<file path="src/rtl/digit_scanner_pkg.sv">
// Shared types and constants for the multiplexed 4-digit 7-segment scanner.
package digit_scanner_pkg;

  typedef enum logic {
    ST_BLANK = 1'b0,
    ST_SHOW  = 1'b1
  } scan_state_e;

  localparam int DIV_DEFAULT       = 50000;
  localparam int BLANK_CYC_DEFAULT = 500;
  localparam int NUM_DIGITS        = 4;

  function automatic logic [3:0] nibble_sel(input logic [15:0] v, input logic [1:0] k);
    return v[k*4 +: 4];
  endfunction

endpackage

</file>
<file path="src/rtl/digit_scanner_scan_timer.sv">
// Slot cycle counter and digit index counter, with look-ahead strobes so the
// top can register its outputs one cycle before each boundary.
module scan_timer
  import digit_scanner_pkg::*;
#(
  parameter int DIV       = DIV_DEFAULT,
  parameter int BLANK_CYC = BLANK_CYC_DEFAULT
) (
  input  logic       clk,
  input  logic       rst,
  output logic [1:0] idx_o,
  output logic       pre_show_o,
  output logic       slot_last_o,
  output logic       pre_frame_o,
  output logic       frame_last_o
);

  localparam int CNT_W = (DIV > 1) ? $clog2(DIV) : 1;
  localparam logic [CNT_W-1:0] CNT_LAST     = CNT_W'(DIV - 1);
  localparam logic [CNT_W-1:0] CNT_PRE_LAST = CNT_W'(DIV - 2);
  localparam logic [CNT_W-1:0] CNT_PRE_SHOW = CNT_W'(BLANK_CYC - 1);

  logic [CNT_W-1:0] cnt_q, cnt_d;
  logic [1:0]       idx_q, idx_d;
  logic             slot_last;

  assign slot_last = (cnt_q == CNT_LAST);

  always_comb begin
    cnt_d = cnt_q + 1'b1;
    idx_d = idx_q;
    if (slot_last) begin
      cnt_d = '0;
      idx_d = idx_q + 2'd1;
    end
  end

  always_ff @(posedge clk) begin
    if (rst) begin
      cnt_q <= '0;
      idx_q <= '0;
    end else begin
      cnt_q <= cnt_d;
      idx_q <= idx_d;
    end
  end

  assign idx_o        = idx_q;
  assign pre_show_o   = (cnt_q == CNT_PRE_SHOW);
  assign slot_last_o  = slot_last;
  assign pre_frame_o  = (cnt_q == CNT_PRE_LAST) && (idx_q == 2'd3);
  assign frame_last_o = slot_last && (idx_q == 2'd3);

endmodule

</file>
<file path="src/rtl/digit_scanner.sv">
// Four-digit multiplexed display driver: per-slot BLANK/SHOW FSM, frame-aligned
// double buffering of the displayed value and leading-zero suppression.
module digit_scanner
  import digit_scanner_pkg::*;
#(
  parameter int DIV       = DIV_DEFAULT,
  parameter int BLANK_CYC = BLANK_CYC_DEFAULT
) (
  input  logic        clk,
  input  logic        rst,
  input  logic        load,
  input  logic [15:0] value,
  input  logic        lz_en,
  output logic        A,
  output logic        B,
  output logic        C,
  output logic        D,
  output logic [3:0]  digit_n,
  output logic        loaded,
  output logic        frame_done
);

  generate
    if (DIV < 4 || BLANK_CYC < 1 || BLANK_CYC >= DIV - 1) begin : g_bad_params
      $error("digit_scanner: need DIV >= 4 and 1 <= BLANK_CYC <= DIV-2");
    end
  endgenerate

  logic [1:0] idx;
  logic       pre_show, slot_last, pre_frame, frame_last;

  scan_timer #(
    .DIV       (DIV),
    .BLANK_CYC (BLANK_CYC)
  ) u_timer (
    .clk          (clk),
    .rst          (rst),
    .idx_o        (idx),
    .pre_show_o   (pre_show),
    .slot_last_o  (slot_last),
    .pre_frame_o  (pre_frame),
    .frame_last_o (frame_last)
  );

  logic [15:0] stage_q, stage_d;
  logic [15:0] disp_q, disp_d;
  logic        pending_q, pending_d;

  // A load on the boundary cycle still lets the old staged value through,
  // and keeps pending set for the new one.
  always_comb begin
    stage_d   = stage_q;
    pending_d = pending_q;
    disp_d    = disp_q;
    if (frame_last && pending_q) begin
      disp_d    = stage_q;
      pending_d = 1'b0;
    end
    if (load) begin
      stage_d   = value;
      pending_d = 1'b1;
    end
  end

  always_ff @(posedge clk) begin
    if (rst) begin
      stage_q   <= '0;
      disp_q    <= '0;
      pending_q <= 1'b0;
    end else begin
      stage_q   <= stage_d;
      disp_q    <= disp_d;
      pending_q <= pending_d;
    end
  end

  function automatic logic suppressed(input logic [15:0] v, input logic [1:0] k,
                                      input logic en);
    case (k)
      2'd1:    return en && (v[15:4] == 12'h000);
      2'd2:    return en && (v[15:8] == 8'h00);
      2'd3:    return en && (v[15:12] == 4'h0);
      default: return 1'b0;
    endcase
  endfunction

  scan_state_e state_q;
  logic [3:0]  digit_n_q;
  logic [3:0]  nib_q;
  logic        loaded_q, frame_done_q;
  logic [1:0]  idx_nx;

  assign idx_nx = idx + 2'd1;

  // Outputs are loaded one cycle ahead of each boundary so they change
  // exactly on it.
  always_ff @(posedge clk) begin
    if (rst) begin
      state_q      <= ST_BLANK;
      digit_n_q    <= 4'b1111;
      nib_q        <= 4'h0;
      loaded_q     <= 1'b0;
      frame_done_q <= 1'b0;
    end else begin
      loaded_q     <= pre_frame && (pending_q || load);
      frame_done_q <= pre_frame;
      case (state_q)
        ST_BLANK: begin
          if (pre_show) begin
            state_q   <= ST_SHOW;
            digit_n_q <= suppressed(disp_q, idx, lz_en) ? 4'b1111 : ~(4'b0001 << idx);
          end
        end
        ST_SHOW: begin
          if (slot_last) begin
            state_q   <= ST_BLANK;
            digit_n_q <= 4'b1111;
            nib_q     <= nibble_sel(disp_d, idx_nx);
          end
        end
        default: state_q <= ST_BLANK;
      endcase
    end
  end

  assign {A, B, C, D} = nib_q;
  assign digit_n      = digit_n_q;
  assign loaded       = loaded_q;
  assign frame_done   = frame_done_q;

endmodule

</file>
<file path="config.mk">
export PLATFORM = sky130hd
export DESIGN_NAME = digit_scanner
export DESIGN_NICKNAME = d
export VERILOG_FILES = /design/src/rtl/digit_scanner_pkg.sv /design/src/rtl/digit_scanner_scan_timer.sv /design/src/rtl/digit_scanner.sv
export SDC_FILE = /design/constraint.sdc
export NUM_CORES = 1
export LEC_CHECK = 0
export CORE_MARGIN = 2
export CORE_UTILIZATION = 50
export CTS_BUF_LIST = sky130_fd_sc_hd__clkbuf_8
export DETAILED_ROUTE_END_ITERATION = 6
export DONT_BUFFER_PORTS = 1
export HOLD_SLACK_MARGIN = 0.08
export PLACE_DENSITY = 0.67
export SETUP_SLACK_MARGIN = 0.15
export SLEW_MARGIN = 20
export SYNTH_ARGS = -nofsm -noshare
export SYNTH_HDL_FRONTEND = slang
export SYNTH_SLANG_ARGS = --single-unit
</file>
<file path="constraint.sdc">
create_clock -name clk -period 4 [get_ports clk]
set_input_delay 0.2 -clock clk [delete_from_list [all_inputs] [get_ports clk]]
set_output_delay 0.2 -clock clk [all_outputs]
set_load 0.01 [all_outputs]
</file>
After elaboration in Yosys (flattened, before gate mapping)
Cells that the tools add are included.
{"block": "totals", "reg_bits": 62, "input_bits": 20, "output_inout_bits": 10, "word_cells": 53}
{"block": "op_classes", "n_addsub": 2, "eq_ne": 8, "shift": 2, "muxes": 14, "bitwise": 2, "n_reduce_logical": 15}
{"cell": "16-bit == test, second input constant", "count": 2}
{"cell": "16-bit by 1-bit adder with 16-bit output, second input constant", "count": 1}
{"cell": "16-bit by 9-bit == test with 1-bit output, second input constant", "count": 1}
{"cell": "16-bit two-way mux", "count": 1}
{"cell": "16-bit by 5-bit indexed part select with 4-bit output", "count": 1}
{"cell": "12-bit logical NOT", "count": 1}
{"cell": "4-bit two-way mux", "count": 3}
{"cell": "8-bit logical NOT", "count": 1}
{"cell": "4-bit one-hot mux with 2 select lines", "count": 1}
{"cell": "1-bit logical AND", "count": 7}
{"cell": "1-bit two-way mux", "count": 7}
{"cell": "2-bit == test, second input constant", "count": 2}
{"cell": "4-bit logical NOT", "count": 1}
{"cell": "4-bit NOT", "count": 1}
{"cell": "2-bit AND reduction", "count": 2}
{"cell": "1-bit by 2-bit left shift with 4-bit output, first input constant", "count": 1}
{"cell": "1-bit one-hot mux with 3 select lines", "count": 1}
{"cell": "2-bit by 1-bit adder with 2-bit output, second input constant", "count": 1}
{"cell": "2-bit by 1-bit == test with 1-bit output, second input constant", "count": 1}
{"cell": "2-bit by 1-bit inequality test with 1-bit output, second input constant", "count": 1}
{"cell": "2-bit inequality test, second input constant", "count": 1}
{"cell": "1-bit one-hot mux with 2 select lines", "count": 1}
{"cell": "2-bit nonzero test", "count": 1}
{"cell": "2-bit OR reduction", "count": 1}
{"cell": "other kinds (2)", "count": 2}

Depth between registers and ports, before layout
{"block": "logic_depth", "depth_word": 9, "depth_mapped": 8, "mapped_depth_nobuf": 7}

Cells and area by module
From an unflattened synthesis, not the netlist that was laid out.
{"block": "unflattened", "hier_cells": 285, "hier_area_um2": 2791.4}
{"module": "digit_scanner", "n_inst": 1, "cells_each": 185, "area_per_inst_um2": 1864.3, "seq_area_each_um2": 880.8}
{"module": "scan_timer", "n_inst": 1, "cells_each": 100, "area_per_inst_um2": 927.1, "seq_area_each_um2": 360.3}

Worst setup path before layout
No wires, ideal clock.
{"block": "synth_timing", "path_type": "reg2reg", "from": "register u_timer.cnt_q[10]", "to": "register nib_q[1]", "setup_ns": 0.088, "arrival_ns": 2.024, "t_required_ns": 3.912, "slack_ns": 1.888, "path_stages_with_launch": 6, "path_buffers": 0, "synth_period_minus_slack_ns": 2.112, "path_cell_list": "dfxtp_1 > or4_4 > nor4_4 > nand3_4 > or3_1 > a311oi_2"}
{"block": "synth_via", "elab_chain_len": 5, "word_cells_on_any_way": 6, "classes_between": "1 x eq/ne; 1 x shift; 1 x mux; 3 x reduce/logical"}
{"element": "start: declaration", "line": "digit_scanner_scan_timer.sv:23", "text": "logic [CNT_W-1:0] cnt_q, cnt_d;"}
{"element": "start signal: assignment", "line": "digit_scanner_scan_timer.sv:43", "text": "cnt_q <= cnt_d;"}
{"element": "16-bit == test *", "line": "digit_scanner_scan_timer.sv:27", "text": "assign slot_last = (cnt_q == CNT_LAST);"}
{"element": "1-bit logical AND", "line": "digit_scanner_scan_timer.sv:52", "text": "assign frame_last_o = slot_last && (idx_q == 2'd3);"}
{"element": "1-bit logical AND", "line": "digit_scanner.sv:55", "text": "if (frame_last && pending_q) begin"}
{"element": "16-bit two-way mux", "line": "digit_scanner.sv:55"}
{"element": "16-bit by 5-bit indexed part select with 4-bit output", "line": "digit_scanner_pkg.sv:14", "text": "return v[k*4 +: 4];"}
{"element": "end signal: assignment", "line": "digit_scanner.sv:118", "text": "nib_q <= nibble_sel(disp_d, idx_nx);"}
{"element": "end: declaration", "line": "digit_scanner.sv:89", "text": "logic [3:0] nib_q;"}
Every way passes the cells marked *; elsewhere a longest branch is shown, timed or not.
A chain may end at the register's enable or synchronous reset.

Final worst setup path
{"block": "layout_timing", "from": "register u_timer.idx_q[0] (netlist: u_timer.idx_o[0])", "to": "register digit_n_q[2] (netlist: digit_n[2])"}
{"block": "layout_via", "elab_chain_len": 8, "word_cells_on_any_way": 12, "classes_between": "3 x eq/ne; 1 x shift; 7 x mux; 1 x bitwise"}
{"element": "start: declaration", "line": "digit_scanner_scan_timer.sv:24", "text": "logic [1:0] idx_q, idx_d;"}
{"element": "start signal: assignment", "line": "digit_scanner_scan_timer.sv:44", "text": "idx_q <= idx_d;"}
{"element": "2-bit == test or 2-bit by 1-bit == test with 1-bit output (tied branches)", "line": "digit_scanner.sv:79", "text": "case (k)"}
{"element": "1-bit one-hot mux with 3 select lines", "line": "digit_scanner.sv:79"}
{"element": "1-bit two-way mux", "line": "digit_scanner.sv:109", "text": "if (pre_show) begin"}
{"element": "1-bit two-way mux", "line": "digit_scanner.sv:107", "text": "case (state_q)"}
{"element": "1-bit two-way mux", "line": "digit_scanner.sv:98", "text": "if (rst) begin"}
{"element": "4-bit two-way mux *", "line": "digit_scanner.sv:111", "text": "digit_n_q <= suppressed(disp_q, idx, lz_en) ? 4'b1111 : ~(4'b0001 << idx);"}
{"element": "4-bit two-way mux *", "line": "digit_scanner.sv:109"}
{"element": "4-bit one-hot mux with 2 select lines *", "line": "digit_scanner.sv:107"}
{"element": "end signal: assignment", "line": "digit_scanner.sv:111"}
{"element": "end: declaration", "line": "digit_scanner.sv:88", "text": "logic [3:0] digit_n_q;"}
Every way passes the cells marked *; elsewhere a longest branch is shown, timed or not. The select of a mux whose other input is x is not followed.

==> metrics.csv <==
stage,metric,value,unit
run_status,status,completed,
placed_design,port_buffers,0,
synthesis,synthTopCellsByArea,"dfxtp_1, mux2i_1, nand2_1",
layout,synthToLayoutAreaGrowth,19.2,%
layout,finalNetCount,353,
global_routing,grt_pass1_vias,2107,
synthesis,yosysTopAreaCell,dfxtp_1,
sta,hold_viol,0,
clock_network,cts_resized,0,
sta,rsz0062_at_grt,no,
clock_network,cts_made_buffers,9,
sta,max_freq,0.400,GHz
synthesis,netlist_instances,304,
synthesis,synth.yosys.seq_area_share,44.6,%
sta,min_period,2.50,ns
clock_network,clockBufferDepth,2,
clock_network,hold_buffers,26,
floorplan,core_area,5440,um2
synthesis,async_flop_share,0,%
layout,design_area,3320,um2
power,swShare,20.3,%
synthesis,synth-edff-count,0,
drt,vias_per_cell,5.60,
synthesis,mappedNetlistArea,2790,um2
drt,ant_nets,0,
worst_setup_path,path_buf_inv,1,
sta,post-route-period-util,62.6,%
floorplan,fp.dieH,78.6,um
global_routing,gr-usage-all-layers,21.8,%
sta,tns,0,ns
worst_setup_path,r2r_cells,7,
worst_setup_path,cp-start-kind,flop,
sta,worst_slack,1.50,ns
clock_network,post_cts_buffers,0,
clock_network,clock_latency,0.34,ns
clock_network,htreeDepth,3,
synthesis,yosysWarnings,0,
synthesis,synth_area_per_cell,9.16,um2
worst_setup_path,crit_family,flip-flops,
worst_setup_path,end_kind,flop,
power,p_seq_share,47.0,%
global_routing,grt_pass1_wl,10.4,mm
worst_setup_path,cpPeakStageDelay,0.77,ns
clock_network,cts_root_buf,clkbuf_8,
floorplan,io_pins,30,
global_routing,overflow,0,
drt,wl_per_cell,15.7,um
sta,finClkSkew,0.0112,ns
hold_path,hp-class,input pin to flop,
worst_setup_path,reg2reg_slack,1.50,ns
synthesis,synth_top_area_share,44.6,%
floorplan,num_rows,27,
layout,num_antenna_cells,0,
worst_setup_path,critPathRequiredTime,4.28,ns
drt,drt_wl_total,6.32,mm
worst_setup_path,r2r_start,u_timer.idx_o[0],
floorplan,dieWidth,78.6,um
power,irDropWorstVdd,0.230,mV
hold_path,hold_depth,2,
clock_network,cts_tree,yes,
floorplan,start_util,51.2,%
worst_setup_path,crit_fanout,15,
worst_setup_path,rr_endpoint,digit_n[2],
worst_setup_path,crit_path_cell_trace,"inv_1, ha_1, nor4_1, nand3b_1, o21ai_0, o22ai_1, nand2b_1",
floorplan,die_area,6180,um2
placed_design,dp_worst_setup_slack,1.54,ns
global_routing,antenna_found_initial,0,
power,p_clk_share,48.4,%
layout,fillers,467,
placed_design,place_hpwl,3.90,mm
clock_network,clk_pin_slew,0.07,ns
drt,dr.pass1.iters,4,
worst_setup_path,slowest_stage,dfxtp_1,
hold_path,hold_end,disp_q[12],
power,p_comb_share,4.6,%
synthesis,synth_cell_type_count,43,
drt,drt-initial-drc-count,135,
placed_design,postPlaceCellArea,2810,um2
power,p_switching,0.000277,W
power,p_leak,1.23,nW
sta,timing.slew.headroom,53.4,%
sta,slew_viol_final,0,
worst_setup_path,crit_type,flop to flop,
synthesis,synth_nets,330,
sta,tightest_slew,0.698,ns
layout,drive_above_1_share,8.16,%
synthesis,synthFlopType,dfxtp_1,
hold_path,min_from,rst,
worst_setup_path,cp.arrival,2.78,ns
power,power_density,412,nW/um2
sta,finalSetupViolCount,0,
synthesis,ys_ff_latch,62,
power,internal-power,0.00109,W
drt,drc,0,
drt,via_count,2256,
global_routing,grt_max_degree,47,
run,maxCapViolCount,0,
placed_design,routabilityCongestion,0.808,
clock_network,cts.sinks,62,
==> metrics by stage <==
stage / std cells / total power, W / hold WS, ns / utilization [%]
floorplan: 304 / 0.000686 / 0.348 / -
global placement: 362 / 0.000682 / 0.278 / 51.7
detailed placement: 362 / 0.000684 / 0.279 / 51.7
CTS: 403 / 0.00138 / 0.157 / 61.0
global route: 403 / 0.00141 / 0.168 / 61.0
finish: 403 / 0.00137 / 0.161 / 61.0
==> worst max path at each step <==
| stage | start | slack (ns) | end | depth (start not counted) |
|---|---|---|---|---|
| floorplan | u_timer.cnt_q[10] | 1.89 | nib_q[1] | 5 |
| global placement | u_timer.idx_o[0] | 1.57 | nib_q[2] | 5 |
| detailed placement | u_timer.idx_o[0] | 1.54 | nib_q[0] | 5 |
| CTS | u_timer.idx_o[0] | 1.52 | digit_n[2] | 7 |
| global route | u_timer.idx_o[0] | 1.21 | nib_q[2] | 5 |
| finish | u_timer.idx_o[0] | 1.50 | digit_n[2] | 7 |
==> logic make-up (layout without fill, tap and decap cells) <==
family | after synthesis | after routing | synth area share, %
adder cells (fa/ha/maj) | 6 | 6 | 2.70
multiplexers | 26 | 26 | 11.1
AND/OR/NAND/NOR | 137 | 137 | 25.4
AO/OA/AOI/OAI | 40 | 40 | 8.89
buffers and inverters | 19 | 46 | 2.92
flip-flops | 62 | 62 | 44.6
XOR/XNOR | 14 | 14 | 4.40
==> routing by layer <==
layer	track usage (%)	vias to the layer above	share of wire [%]	wire length, um
met5	0	-	0	0
met4	12.6	0	2.9	186
met3	4.37	17	4.7	296
met2	31.7	72	45	2850
met1	30.0	1060	47	2980
li1	-	1107	-	-
==> layout by cell type, fill, tap and decap left out, drive strengths merged, types with 4 or more instances in the layout <==
cell type    count
nand2           43
ha               6
nor4             6
inv              6
nor3             4
dlygate4sd3     25
nand2b           4
nand3            9
xor2             8
nor2            41
dfxtp           62
or4              5
o21bai           5
xnor2            6
a21oi           21
nand4            4
mux4             4
or3              4
mux2i           22
clkbuf          10
==> worst reg2reg max path: stages (launching register included) <==
cell	delay, ns
dfxtp_1	0.77
inv_1	0.35
ha_1	0.34
nor4_1	0.40
nand3b_1	0.17
o21ai_0	0.23
o22ai_1	0.11
nand2b_1	0.07
==> layout make-up <==
type,instances,area (um2),share of cell area (%)
sequential,62,1240,37.4
clock inverter,5,98.8,2.98
multi-input combinational,223,1460,44.1
tap,72,90.1,2.71
timing repair buffer,26,270,8.14
clock buffer,10,138,4.15
inverter,5,18.8,0.565
==> power by group through the flow <==
stage / sequential (W) / combinational [W] / clock (W)
after floorplan: 0.000652 / 0.0000346 / 0
after global placement: 0.000656 / 0.0000261 / 0
after detailed placement: 0.000657 / 0.0000271 / 0
after CTS: 0.000643 / 0.0000613 / 0.000673
after global routing: 0.000645 / 0.0000683 / 0.000702
final: 0.000643 / 0.0000629 / 0.000663
==> cell usage after synthesis (all sizes together), types with 4 or more instances <==
master  count
mux4        4
nand2      43
buf         4
xor2        8
nand3       9
dfxtp      62
clkbuf     10
or4         5
a21oi      21
or3         4
nor2       41
ha          6
xnor2       6
inv         5
nand4       4
nand2b      4
mux2i      22
nor4        6
o21bai      5
nor3        4
==> state kept, by name, indices dropped and copies added (netlist names) <==
register       flops
digit_n            4
disp_q            16
frame_done         1
loaded             1
nib_q              4
pending_q          1
stage_q           16
state_q            1
u_timer.cnt_q     16
u_timer.idx_o      2
No activity file was read; power rests on OpenSTA's default activity.
